## src/rtl/alu_pkg.sv

```systemverilog
// Shared ALU definitions: operation encoding and pipeline depth helper for the
// carry-chained adder/subtractor datapath.
package alu_pkg;

    typedef enum logic [0:0] {
        ALU_ADD = 1'b0,
        ALU_SUB = 1'b1
    } alu_op_e;

    // Depth of a carry-chained pipeline; never below one stage.
    function automatic int unsigned calc_stages(input int unsigned width, input int unsigned chunk);
        if ((width / chunk) < 32'd1) begin
            return 32'd1;
        end else begin
            return width / chunk;
        end
    endfunction

endpackage

```

## src/rtl/add_chunk.sv

```systemverilog
// Combinational CHUNK-bit ripple slice used by each pipe_add_sub stage.
module add_chunk #(
    parameter int unsigned CHUNK = 4
) (
    input  logic [CHUNK-1:0] a,
    input  logic [CHUNK-1:0] b,
    input  logic             c_in,
    output logic [CHUNK-1:0] sum,
    output logic             c_out
);

    // One-bit-wider add so the slice carry falls out of the top bit
    always_comb begin
        {c_out, sum} = {1'b0, a} + {1'b0, b} + {{CHUNK{1'b0}}, c_in};
    end

endmodule

```

## src/rtl/pipe_add_sub.sv

```systemverilog
// Pipelined WIDTH-bit adder/subtractor, CHUNK bits per stage, valid/ready with full backpressure.
// Optional ovf/zero flags are built only when PIPE_ADD_SUB_FLAGS_EN is defined.
module pipe_add_sub
    import alu_pkg::*;
#(
    parameter int unsigned WIDTH = 8,
    parameter int unsigned CHUNK = 4
) (
    input  logic             clk,
    input  logic             rst_n,
    input  logic             in_valid,
    output logic             in_ready,
    input  logic [WIDTH-1:0] op1,
    input  logic [WIDTH-1:0] op2,
    input  logic             sub,
    input  logic             cin,
    output logic             out_valid,
    input  logic             out_ready,
    output logic [WIDTH-1:0] out,
    output logic             cout,
    output logic             ovf,
    output logic             zero
);

    localparam int unsigned STAGES = calc_stages(WIDTH, CHUNK);

    typedef struct packed {
        logic [WIDTH-1:0] out;
        logic             cout;
        logic             ovf;
        logic             zero;
    } result_t;

    // Operands travel raw; op2 is inverted per chunk from the stored op so sub is consumed everywhere
    logic [WIDTH-1:0] a_r       [STAGES];
    logic [WIDTH-1:0] b_r       [STAGES];
    logic [WIDTH-1:0] res_r     [STAGES];
    logic             c_r       [STAGES];
    logic             v_r       [STAGES];
    alu_op_e          op_r      [STAGES];
    logic [WIDTH-1:0] a_nxt_s   [STAGES];
    logic [WIDTH-1:0] b_nxt_s   [STAGES];
    logic [WIDTH-1:0] res_nxt_s [STAGES];
    logic             c_nxt_s   [STAGES];
    alu_op_e          op_nxt_s  [STAGES];
    logic             stall_s;
    result_t          result_s;

    assign stall_s  = v_r[STAGES-1] & ~out_ready;
    assign in_ready = rst_n & ~stall_s;

    for (genvar k = 0; k < STAGES; k++) begin : g_stage
        logic [WIDTH-1:0] a_src_s;
        logic [WIDTH-1:0] b_src_s;
        logic [WIDTH-1:0] res_src_s;
        logic             c_src_s;
        alu_op_e          op_src_s;
        logic [CHUNK-1:0] b_eff_s;
        logic [CHUNK-1:0] sum_s;
        logic             c_out_s;

        if (k == 0) begin : g_first
            assign a_src_s   = op1;
            assign b_src_s   = op2;
            assign res_src_s = '0;
            assign c_src_s   = cin ^ sub;
            assign op_src_s  = sub ? ALU_SUB : ALU_ADD;
        end else begin : g_next
            assign a_src_s   = a_r[k-1];
            assign b_src_s   = b_r[k-1];
            assign res_src_s = res_r[k-1];
            assign c_src_s   = c_r[k-1];
            assign op_src_s  = op_r[k-1];
        end

        assign b_eff_s = b_src_s[k*CHUNK +: CHUNK] ^ {CHUNK{op_src_s == ALU_SUB}};

        add_chunk #(.CHUNK(CHUNK)) u_add_chunk (
            .a     (a_src_s[k*CHUNK +: CHUNK]),
            .b     (b_eff_s),
            .c_in  (c_src_s),
            .sum   (sum_s),
            .c_out (c_out_s)
        );

        // Chunks above the current one are still zero, so OR-ing in the new chunk is enough
        assign res_nxt_s[k] = res_src_s | (WIDTH'(sum_s) << (k * CHUNK));
        assign a_nxt_s[k]   = a_src_s;
        assign b_nxt_s[k]   = b_src_s;
        assign c_nxt_s[k]   = c_out_s;
        assign op_nxt_s[k]  = op_src_s;
    end

    // Stage registers: cleared on reset, frozen as a whole while the output is stalled
    always_ff @(posedge clk or negedge rst_n) begin
        if (!rst_n) begin
            for (int k = 0; k < STAGES; k++) begin
                a_r[k]   <= '0;
                b_r[k]   <= '0;
                res_r[k] <= '0;
                c_r[k]   <= 1'b0;
                v_r[k]   <= 1'b0;
                op_r[k]  <= ALU_ADD;
            end
        end else if (!stall_s) begin
            for (int k = 0; k < STAGES; k++) begin
                a_r[k]   <= a_nxt_s[k];
                b_r[k]   <= b_nxt_s[k];
                res_r[k] <= res_nxt_s[k];
                c_r[k]   <= c_nxt_s[k];
                op_r[k]  <= op_nxt_s[k];
            end
            v_r[0] <= in_valid;
            for (int k = 1; k < STAGES; k++) begin
                v_r[k] <= v_r[k-1];
            end
        end
    end

`ifdef PIPE_ADD_SUB_FLAGS_EN
    logic ovf_r;
    logic zero_r;
    logic b_msb_s;
    logic a_msb_s;
    logic ovf_nxt_s;
    logic zero_nxt_s;

    assign a_msb_s    = a_nxt_s[STAGES-1][WIDTH-1];
    assign b_msb_s    = b_nxt_s[STAGES-1][WIDTH-1] ^ (op_nxt_s[STAGES-1] == ALU_SUB);
    assign ovf_nxt_s  = (a_msb_s == b_msb_s) && (res_nxt_s[STAGES-1][WIDTH-1] != a_msb_s);
    assign zero_nxt_s = (res_nxt_s[STAGES-1] == '0);

    // Flags are formed alongside the final chunk and move with the last stage
    always_ff @(posedge clk or negedge rst_n) begin
        if (!rst_n) begin
            ovf_r  <= 1'b0;
            zero_r <= 1'b0;
        end else if (!stall_s) begin
            ovf_r  <= ovf_nxt_s;
            zero_r <= zero_nxt_s;
        end
    end

    assign result_s = '{out: res_r[STAGES-1], cout: c_r[STAGES-1], ovf: ovf_r, zero: zero_r};
`else
    assign result_s = '{out: res_r[STAGES-1], cout: c_r[STAGES-1], ovf: 1'b0, zero: 1'b0};
`endif

    assign out_valid = v_r[STAGES-1];
    assign out       = result_s.out;
    assign cout      = result_s.cout;
    assign ovf       = result_s.ovf;
    assign zero      = result_s.zero;

endmodule

```

## config.mk

```make
export PLATFORM = sky130hd
export DESIGN_NAME = pipe_add_sub
export DESIGN_NICKNAME = d
export VERILOG_FILES = /design/src/rtl/alu_pkg.sv /design/src/rtl/add_chunk.sv /design/src/rtl/pipe_add_sub.sv
export SDC_FILE = /design/constraint.sdc
export NUM_CORES = 1
export LEC_CHECK = 0
export ABC_AREA = 1
export BUFFER_PORTS_ARGS = -buffer_cell sky130_fd_sc_hd__buf_2
export CAP_MARGIN = 25
export CORE_MARGIN = 10
export CORE_UTILIZATION = 55
export DETAILED_ROUTE_END_ITERATION = 6
export GPL_ROUTABILITY_DRIVEN = 0
export PLACE_DENSITY_LB_ADDON = 0.2
export RECOVER_POWER = 100
export SYNTH_ARGS = -nofsm -noshare
export SYNTH_HDL_FRONTEND = slang
export SYNTH_SLANG_ARGS = --single-unit
```

## constraint.sdc

```tcl
create_clock -name clk -period 4.8 [get_ports clk]
set_input_delay 0.96 -clock clk [delete_from_list [all_inputs] [get_ports clk]]
set_output_delay 0.96 -clock clk [all_outputs]
set_load 0.01 [all_outputs]
```

## Word level (Yosys, flattened, before mapping)

Cells that the tools add are included.
Widths: inputs -> output; s select.

- Add/sub/neg operators: 4
- Muxes and demuxes: 1
- Bitwise operators: 8

Operator list:

| cell | number |
|---|---|
| $add 4x4->5 | 2 |
| $add 5x1->5 | 2 |
| $or 4x8->8 | 1 |
| $xor 4x4->4 | 2 |
| $and 1x1->1 | 2 |
| $not 1->1 | 2 |
| $mux 1 | 1 |
| $xor 1x1->1 | 1 |

- Flip-flop bits (word level): 33
- Input port bits: 22
- Output and inout port bits: 13
- Logic and storage cells: 22

## Depth between registers and ports, before layout

Gate-level depths: netlist of run 1.

- Depth in word-level cells: 4
- Gate-level depth with buffers: 9
- Gate-level depth less buffers: 8

## Cells and area by module

A second synthesis of run 1 with hierarchy kept.

- Cell total of the unflattened synthesis: 173
- Area total of the unflattened synthesis: 1505.2 um^2

By module, submodules not included:

| module | times used | cells an instance | area an instance (um^2) | sequential area each (um^2) |
|---|---|---|---|---|
| pipe_add_sub | 1 | 123 | 1174.9 | 625.6 |
| add_chunk | 2 | 25 | 165.2 | 0.0 |

## Least setup slack after synthesis of run 1

No wires, ideal clock.

- Path type: in2reg
- From: input port sub
- To: register c_r (netlist bit g_stage[1].c_src_s)
- Library setup time: 0.126 ns
- Data arrival time: 2.384 ns
- Data required time: 4.674 ns
- Path slack: 2.290 ns
- Stages: 8
- Path buffers: 1
- Cell sequence: buf_2 xor2_1 fa_1 fa_1 nand2_1 inv_1 o21ai_0 a21oi_1

- Longest elaborated chain between the ends: 4
- Elaborated cells between the ends (all ways): 5
- Classes of those cells: 2 x add/sub; 1 x mux; 2 x bitwise

RTL lines:

| element | line | RTL |
|---|---|---|
| from (decl) | pipe_add_sub.sv:15 | `input logic sub,` |
| $mux 1 | pipe_add_sub.sv:67 | `assign op_src_s = sub ? ALU_SUB : ALU_ADD;` |
| $xor 4x4->4 | pipe_add_sub.sv:76 | `assign b_eff_s = b_src_s[k*CHUNK +: CHUNK] ^ {CHUNK{op_src_s == ALU_SUB}};` |
| $add 4x4->5 | add_chunk.sv:14 | `{c_out, sum} = {1'b0, a} + {1'b0, b} + {{CHUNK{1'b0}}, c_in};` |
| $add 5x1->5 (*) | add_chunk.sv:14 |  |
| to (signal, indexed assignment) | pipe_add_sub.sv:110 | `c_r[k] <= c_nxt_s[k];` |
| to (decl) | pipe_add_sub.sv:38 | `logic c_r [STAGES];` |

Mark *: on every way between the ends. The rest lies on a longest branch, timed or not.
A chain may end at the register's enable or synchronous reset.

## Worst setup path in the final report of run 1

- From: input port out_ready
- To: output port in_ready

- Longest elaborated chain between the ends: 4

RTL lines:

| element | line | RTL |
|---|---|---|
| from (decl) | pipe_add_sub.sv:18 | `input logic out_ready,` |
| $not 1->1 | pipe_add_sub.sv:49 | `assign stall_s = v_r[STAGES-1] & ~out_ready;` |
| $and 1x1->1 | pipe_add_sub.sv:49 |  |
| $not 1->1 | pipe_add_sub.sv:50 | `assign in_ready = rst_n & ~stall_s;` |
| $and 1x1->1 | pipe_add_sub.sv:50 |  |
| to (decl) | pipe_add_sub.sv:12 | `output logic in_ready,` |

No other way between the ends.

==> key figures, run 1 <==
Status
  – Outcome: finished, violations left
  – Failing checks: max-capacitance violations, max-slew violations

Worst setup path
  – Critical path startpoint: out_ready
  – Crit path capture type: primary output
  – Worst R2R Start: out_valid$_DFFE_PN0N_
  – FF-to-FF End: g_stage[1].res_src_s[1]$_DFFE_PN0N_
  – Worst setup path end: in_ready
  – Crit Path Class: primary input to primary output
  – Critical Path RT: 3840 ps
  – CP startpoint kind: primary input
  – Crit path max fanout: 27
  – Reg2Reg Depth: 4
  – R2R setup slack: 1960 ps
  – WP data arrival: 2490 ps

STA
  – RSZ-0062 raised after global routing: false
  – Final Max Slew Viols: 28
  – Final TNS setup: 0 ps
  – Endpoints failing setup: 0
  – Slew headroom: -7.51%
  – Fmax: 290 MHz
  – Clk_skew: 10.3 ps
  – Slew @ Worst Pin: 1610 ps
  – Tmin final: 3450 ps
  – Final hold vios: 0
  – Tcrit/Tclk final: 71.8%

Clocking
  – Setup bufs post-CTS: 0
  – Cell at the root of the clock tree: clkbuf_4
  – CTS tree: done
  – Clock buffer count from CTS: 3
  – CTS HTree Levels: 1
  – Clk_lat worst skew: 330 ps
  – Hold_buf cts: 0
  – Clk slew on worst S/H paths: 140 ps
  – Clk sinks: 25
  – Clock Tree Buf Depth: 2
  – PostCTS Resize Cnt: 0

Detailed routing
  – Iteration-0 DRC count of the detailed router: 72
  – # DRC: 0
  – Routed Antenna Nets: 0
  – Pre-Repair DR Iteration Count: 4
  – DR vias: 1060
  – WL/cell: about 12 um
  – DRT Wirelength: between 2000 and 3000 um
  – DR vias/cell: between 4 and 5

Power and ir drop
  – Power per cell area: roughly 400 nW/um^2
  – Max VDD drop: 0.239 mV
  – Pleak: 0.823 nW
  – Power, Total: 0.000600 W

Min path
  – Hold WC Path Type: flip-flop to flip-flop
  – Hold_sp: v_r[1]$_DFFE_PN0N_

Finish
  – Nets: approximately 220
  – Area growth from synthesis to layout: 8.88%
  – ANT cells: 0
  – Core Util, Final: 61.8%
  – # fillers: 239
  – Layout cell share with drive strength beyond 1: between 10% and 20%

Die
  – Core area: 2430 um^2
  – I/O pin total: 35
  – Die X: roughly 70 um
  – Row cnt: 18
  – Initial Util: 56.7%
  – Die Area: between 4000 and 5000 um^2
  – Die height: 70.1 um

GRT
  – First-pass GRT wire length: 4860 um
  – Gr ovfl total: 0
  – Largest net degree at the start of global routing: 28
  – GRT Overall Usage: a little under an eighth
  – Initial antenna violation count: 0
  – Vias in the first global route: 1135

Logic synthesis
  – Average size of a mapped cell: 8.79 um^2
  – Sequential share of the synthesized area: between 40% and 50%
  – Yosys top cell area share: 45.3%
  – Yosys warnings: 0
  – Ys async rst share: 100%
  – Cells after Synth: roughly 160
  – Synth cell count leaders: nand2_1 (54), dfrtp_1 (25), inv_1 (17)
  – Most numerous cell in the Yosys netlist: nand2_1
  – Register bit total from synthesis: 25
  – Leading area contributor after synthesis: dfrtp_1
  – Netlist cell types: 20
  – Post-synth EDFFs: 0
  – Top_reg_cell synth: dfrtp_1
  – Mapped cell area: 1380 um^2
  – Top post-synthesis cells by area: dfrtp_1 (45%), nand2_1 (15%), fa_1 (5.8%)

Run
  – Max-Cap Viols: 1

Place
  – Port-buffer cells: 32
  – Post-DP HPWL: between 2000 and 2500 um
-- state kept, by name, summed over array words and instances (netlist names) --
signal,flops
g_stage.c_src_s,1
g_stage.res_src_s,4
g_stage.op_src_s,1
out,8
g_stage.b_src_s,4
cout,1
out_valid,1
g_stage.a_src_s,4
v_r,1
-- layout make-up --
class	instances	area (um^2)	area share, %
Timing Repair Buffer	32	145	9.66
Clock inverter	1	5.00	0.333
Sequential cell	25	626	41.6
Inverter	18	67.6	4.50
Multi-Input combinational cell	107	599	39.9
Tap cell	30	37.5	2.50
Clock buffer	3	22.5	1.50
-- how the worst min path moves through the flow --
| stage | to | depth (start not counted) |
|---|---|---|
| global placement | out_valid$_DFFE_PN0N_ | 2 |
| floorplan | out_valid$_DFFE_PN0N_ | 2 |
| global route | out_valid$_DFFE_PN0N_ | 2 |
| finish | out_valid$_DFFE_PN0N_ | 2 |
| detailed placement | out_valid$_DFFE_PN0N_ | 2 |
| CTS | out_valid$_DFFE_PN0N_ | 2 |
-- placed cells by master (no fill, tap or decap) --
cell type	n
inv_1	18
xnor2_1	1
nand2_1	54
conb_1	2
nand3_2	1
clkinv_2	1
dfrtp_1	25
xor2_1	8
clkbuf_1	12
nand3_1	5
clkbuf_4	3
o31ai_1	1
buf_2	20
fa_1	4
a21oi_1	3
ha_1	6
o21ai_0	12
nor2_1	10
-- per-stage QoR --
step,setup WS [ps],cell area [um^2],instances,hold slack (ps)
finish,1350,1500,216,472
global route,1110,1500,216,500
CTS,2050,1550,216,489
detailed placement,2070,1520,212,457
global placement,2090,1520,212,450
floorplan,2290,1380,158,434
-- power breakdown --
group	total, W	internal, W	switching [W]
clock	0.0000971	0.0000313	0.0000658
sequential	0.000293	0.000264	0.0000295
combinational	0.000210	0.0000808	0.000129
-- kinds of logic after synthesis --
kind of cell / share of synthesized area, %
simple gates: 20.9
buf+inv: 9.25
flops: 45.3
compound gates: 7.34
fa+ha+maj: 11.2
xor+xnor: 5.71
other cells: 0.272
-- routing by layer --
layer	GRT usage [%]	routed length, um	up-vias
met3	3.39	157	7
met4	4.61	65	0
li1	-	-	534
met2	18.4	1240	24
met1	14.1	1190	495
met5	0	0	-
-- critical path, cell delays in order --
cell      delay [ps]
buf_2            100
nor2_1          1180
nor2_1            60
clkbuf_1         180
Note: power is estimated with default switching activity, not from simulation.
==> run 2: changes to the inputs <==
Settings changed: ABC_AREA 1 to 0, CORE_UTILIZATION 55 to 51.
Clock period 4.8 ns to 3.6 ns, I/O delays scaled along.
==> run 2 against run 1 <==
The flow now finishes without violations. Combinational power is 30% higher. Global-route usage is 0.77 points lower. Via count is 12% lower. Core utilization is 2.0 points lower. Hold slack worse by 120 ps. Synthesized cell count is 13% lower. Final cell count is 8.8% lower. Critical path type unchanged. Highest routed layer unchanged.
==> key figures, run 2 <==
Status
  – Outcome: finished clean

Detailed routing
  – DRT Wirelength: approximately 2600 um
  – DR vias: 928
  – Iteration-0 DRC count of the detailed router: 34
  – Pre-Repair DR Iteration Count: 3
  – DR vias/cell: ~4.7
  – Routed Antenna Nets: 0
  – WL/cell: 13.1 um
  – # DRC: 0

Logic synthesis
  – Mapped cell area: roughly 1300 um^2
  – Leading area contributor after synthesis: dfrtp_1
  – Sequential share of the synthesized area: 48.2%
  – Netlist cell types: 22
  – Yosys warnings: 0
  – Synth cell count leaders: nand2_1 (53), dfrtp_1 (25), xor2_1 (9)
  – Yosys top cell area share: 48.2%
  – Top_reg_cell synth: dfrtp_1
  – Most numerous cell in the Yosys netlist: nand2_1
  – Ys async rst share: 100%
  – Cells after Synth: 137
  – Register bit total from synthesis: 25
  – Top post-synthesis cells by area: dfrtp_1 (48%), nand2_1 (15%), fa_1 (6.2%)
  – Average size of a mapped cell: 9.47 um^2
  – Post-synth EDFFs: 0

GRT
  – GRT busiest layer: met2
  – First-pass GRT wire length: 4500 um
  – Met2 Usage GRT: 19.0%
  – Initial antenna violation count: 0
  – GRT Overall Usage: a little over a tenth
  – Gr ovfl total: 0
  – Met1 GRT Util: 11.8%
  – Vias in the first global route: 1048
  – Largest net degree at the start of global routing: 27
  – Met3 usage: 3.11%

STA
  – Clk_skew: 9.40 ps
  – Final hold vios: 0
  – Final TNS setup: 0 ps
  – Endpoints failing setup: 0
  – Tcrit/Tclk final: between 70% and 80%
  – RSZ-0062 raised after global routing: false
  – Tmin final: 2740 ps
  – Hold slack: around 350 ps
  – Slew @ Worst Pin: a little under 1000 ps
  – Fmax: 366 MHz
  – Slew headroom: between 30% and 40%
  – Final Max Slew Viols: 0

Worst setup path
  – Crit path max fanout: 24
  – Cell mode on critical path: clkbuf_1
  – Worst R2R Start: g_stage[1].op_src_s$_DFFE_PN0N_
  – WP data arrival: 2020 ps
  – Critical Path RT: 2880 ps
  – CP max stage cell: clkbuf_1
  – FF-to-FF End: cout$_DFFE_PN0N_
  – Cell family with most CP delay: buffers and inverters
  – Crit path capture type: primary output
  – R2R setup slack: 1680 ps
  – Reg2Reg Depth: 7
  – Crit Path Class: primary input to primary output
  – Cell breakdown of the critical path: clkbuf_1 -> nand2b_1 -> clkbuf_1 -> and2_0 -> buf_2
  – Crit path buffers/inverters: 3
  – Largest stage delay on the critical path: 720 ps
  – CP startpoint kind: primary input

Clocking
  – Clk slew on worst S/H paths: 140 ps
  – PostCTS Resize Cnt: 0
  – Hold_buf cts: 0
  – Clk_lat worst skew: roughly 320 ps
  – Cell at the root of the clock tree: clkbuf_4
  – CTS HTree Levels: 1
  – Setup bufs post-CTS: 0
  – CTS tree: done
  – Clk sinks: 25
  – Clock buffer count from CTS: 3
  – Clock Tree Buf Depth: 2

Die
  – Die X: 70.4 um
  – Initial Util: 52.9%
  – Die Area: 4960 um^2
  – Row cnt: 18
  – Die height: 70.4 um
  – I/O pin total: 35
  – Core area: 2450 um^2

Power and ir drop
  – Max VDD drop: between 0.3 and 0.4 mV
  – Power per cell area: ~540 nW/um^2
  – Power, Total: 0.000796 W
  – Pleak: 0.766 nW

Finish
  – Layout cell share with drive strength beyond 1: 15.0%
  – Core Util, Final: 59.8%
  – Post-route cell area: between 1000 and 1500 um^2
  – # fillers: 248
  – Most frequent cells in the layout: nand2_1 (53), dfrtp_1 (25), buf_2 (20)
  – Most common cell after layout, fill and taps aside: nand2_1
  – Area growth from synthesis to layout: 13.1%
  – Nets: 200
  – ANT cells: 0
  – Max reg flops: 8

Place
  – Post-DP HPWL: approximately 2000 um
  – Port-buffer cells: 32
  – Post-DP Area: ~1500 um^2

Min path
  – Hold WC Path Type: primary input to asynchronous set/reset pin

Run
  – Max-Cap Viols: 0
run 2: cell count changes after synthesis, sizes merged, moves of 3 or more:
cell	previous run	this run
a21o	0	3
nor2	10	2
nand3	6	0
o21ai	12	4
inv	18	3
run 2: kinds of logic after synthesis:
logic type | share of synthesized area (%)
AOI/OAI and AO/OA | 7.91
adders and majority gates | 12.0
xor gates and xnor gates | 8.10
DFF | 48.2
other | 0.289
and+or+nand+nor | 18.7
buffers and inverters | 4.82
run 2: layout make-up:
class	count	area [um^2]	area share, %
Tap cell	30	37.5	2.56
Sequential cell	25	626	42.6
Clock buffer	4	26.3	1.79
Inverter	3	11.3	0.767
Multi-Input combinational cell	101	611	41.6
Timing Repair Buffer	34	156	10.7
run 2: power breakdown:
group,switching (W),internal [W]
logic,0.000157,0.000115
clock network,0.0000842,0.0000433
registers,0.0000425,0.000354
run 2: layer usage:
metal,share of wire [%],up-vias,wire [um]
li1,-,483,-
met2,49,20,1280
met1,45,421,1150
met4,1.3,0,34
met5,0,-,0
met3,4.9,4,126
run 2: worst max-delay path by stage:
stage	startpoint	endpoint	depth (start not counted)
2_1_floorplan	sub	g_stage[1].c_src_s$_DFFE_PN0N_	7
3_3_place_gp	sub	g_stage[1].c_src_s$_DFFE_PN0N_	7
3_5_place_dp	sub	g_stage[1].c_src_s$_DFFE_PN0N_	7
4_1_cts	sub	g_stage[1].c_src_s$_DFFE_PN0N_	7
5_1_grt	out_ready	in_ready	5
6_report	out_ready	in_ready	5
run 2: metrics by stage:
stage                     cells  setup slack (ps)
after floorplan             138              1160
after global placement      193              1090
after detailed placement    193              1030
after CTS                   197              1390
after global routing        197               713
final                       197               864
==> run 3: changes to the inputs <==
Clock period 3.6 ns to 2.6 ns, I/O delays scaled along.
==> run 3 against run 2 <==
Non-clock buffer count up 1. Worst setup slack worse by 390 ps. Critical endpoint is now g_stage[1].c_src_s$_DFFE_PN0N_. Combinational power up 41%. Sequential share of layout area down 0.32 points. Critical path depth up 2. Highest routed layer unchanged. Routed wire length down 0.62%.
==> key figures, run 3 (synthesized netlist as in run 2, its figures left out) <==
Worst setup path
  – Critical Path RT: 2800 ps
  – Crit path buffers/inverters: 1
  – WP data arrival: around 2300 ps
  – Reg2Reg Depth: 7
  – Crit Path Class: primary input to flip-flop
  – CP max stage cell: fa_1
  – Largest stage delay on the critical path: 440 ps
  – Cell family with most CP delay: adder cells
  – Cell mode on critical path: fa_1
  – Cell breakdown of the critical path: clkbuf_1 -> xor2_1 -> fa_1 -> fa_1 -> a21o_1 -> a211oi_1 -> a21oi_1
  – CP startpoint kind: primary input
  – R2R setup slack: 690 ps
  – Crit path capture type: flip-flop
  – Worst R2R Start: g_stage[1].op_src_s$_DFFE_PN0N_
  – FF-to-FF End: cout$_DFFE_PN0N_
  – Crit path max fanout: 6

Place
  – Port-buffer cells: 32
  – Placed Cells: 194
  – Post-DP HPWL: 2070 um

Min path
  – Hold WC Path Type: primary input to flip-flop
  – Hold Crit Endpoint: v_r[1]$_DFFE_PN0N_
  – Hold Crit Depth: 3
  – Hold_sp: in_valid

Clocking
  – Clk slew on worst S/H paths: 140 ps
  – Clock buffer count from CTS: 3
  – Clock Tree Buf Depth: 2
  – Setup bufs post-CTS: 0
  – CTS HTree Levels: 1
  – Cell at the root of the clock tree: clkbuf_4
  – CTS tree: done
  – Clk_lat worst skew: 320 ps
  – Clk sinks: 25
  – Hold_buf cts: 0
  – PostCTS Resize Cnt: 0

STA
  – Hold slack: just under 400 ps
  – Slew @ Worst Pin: 1300 ps
  – RSZ-0062 raised after global routing: false
  – Final Max Slew Viols: 0
  – Fmax: 471 MHz
  – Tcrit/Tclk final: about four fifths
  – Final TNS setup: 0 ps
  – Endpoints failing setup: 0
  – Clk_skew: roughly 6.1 ps
  – Slew headroom: about an eighth
  – Final hold vios: 0
  – Tmin final: 2120 ps

Finish
  – Max reg flops: 8
  – Post-route insts no fill: 198
  – ANT cells: 0
  – Most frequent cells in the layout: nand2_1 (53), dfrtp_1 (25), buf_2 (19)
  – Area growth from synthesis to layout: 14.0%
  – Sequential Area: approximately 630 um^2
  – Most common cell after layout, fill and taps aside: nand2_1
  – Layout cell share with drive strength beyond 1: 15.5%
  – # fillers: 228
  – Multi-input logic area: between 600 and 700 um^2
  – Nets: around 200

Power and ir drop
  – Max VDD drop: 0.470 mV
  – Pleak: 0.765 nW
  – Net load switching power: 0.000394 W
  – Clock power frac: 16.0%
  – Cell Int Power: 0.000712 W
  – Sw Ratio: between 30% and 40%
  – Gate power share: between 30% and 40%
  – Sequential share of power: 49.4%
  – Power per cell area: 748 nW/um^2

GRT
  – Vias in the first global route: roughly 1.0k
  – Gr ovfl total: 0
  – Initial antenna violation count: 0
  – Largest net degree at the start of global routing: 26
  – GRT Overall Usage: ~11%
  – First-pass GRT wire length: 4570 um

Detailed routing
  – Pre-Repair DR Iteration Count: 3
  – DRT Wirelength: 2570 um
  – # DRC: 0
  – DR vias: 941
  – DR vias/cell: 4.75
  – Routed Antenna Nets: 0
  – WL/cell: 13.0 um
  – Iteration-0 DRC count of the detailed router: 39

Die
  – Die height: 70.4 um
  – I/O pin total: 35
  – Row cnt: 18
  – Die Area: slightly below 5000 um^2
  – Die X: slightly above 70 um
  – Core area: roughly 2500 um^2
  – Initial Util: between 50% and 60%

Status
  – Outcome: finished clean

Run
  – Max-Cap Viols: 0
run 3: changes by cell type in the layout (fill, tap and decap cells not counted), sizes merged:
cell,previous run,this run
buf,21,20
clkbuf,17,18
clkinvlp,0,1
run 3: routing by layer:
metal  global-route usage (%)  part of all wire [%]
met1                     13.0                    45
met2                     18.7                    49
met3                     2.82                   4.8
met4                     2.63                   1.0
met5                        0                     0
run 3: cell type report:
| type | instances | share of cell area, % |
|---|---|---|
| clock buffers | 3 | 1.52 |
| clock inverters | 1 | 0.508 |
| inverters | 3 | 0.761 |
| multi-input cells | 101 | 41.6 |
| flip-flops and latches | 25 | 42.3 |
| well taps | 30 | 2.54 |
| repair buffers | 35 | 10.7 |
run 3: worst register-to-register path, delay by kind of cell (launching register included):
kind	cells	cell delay (ps)
adder cells (fa/ha/maj)	2	610
flip-flops	1	490
AO/OA/AOI/OAI	3	390
XOR/XNOR	1	220
buffers and inverters	1	60
run 3: worst max-delay path by stage:
| stage | from | end | slack, ps | depth (start not counted) |
|---|---|---|---|---|
| 4_1_cts | sub | g_stage[1].c_src_s$_DFFE_PN0N_ | 600 | 7 |
| 5_1_grt | sub | g_stage[1].c_src_s$_DFFE_PN0N_ | 370 | 7 |
| 6_report | sub | g_stage[1].c_src_s$_DFFE_PN0N_ | 480 | 7 |
| 3_3_place_gp | sub | g_stage[1].c_src_s$_DFFE_PN0N_ | 310 | 7 |
| 3_5_place_dp | sub | g_stage[1].c_src_s$_DFFE_PN0N_ | 250 | 7 |
| 2_1_floorplan | sub | g_stage[1].c_src_s$_DFFE_PN0N_ | 360 | 7 |
run 3: through the flow:
stage / total power [W] / worst slack (ps) / area, um^2 / util (%)
after floorplan: 0.000827 / 364 / 1300 / -
after global placement: 0.000948 / 313 / 1470 / 60.0
after detailed placement: 0.000969 / 247 / 1470 / 60.0
after CTS: 0.00115 / 605 / 1500 / 61.2
after global routing: 0.00121 / 375 / 1480 / 60.2
final: 0.00111 / 476 / 1480 / 60.2
run 3: power by group through the flow:
stage | registers, W | logic (W) | clock network, W
2_1_floorplan | 0.000575 | 0.000251 | 0
3_3_place_gp | 0.000549 | 0.000400 | 0
3_5_place_dp | 0.000555 | 0.000413 | 0
4_1_cts | 0.000546 | 0.000417 | 0.000185
5_1_grt | 0.000562 | 0.000447 | 0.000199
6_report | 0.000546 | 0.000383 | 0.000177
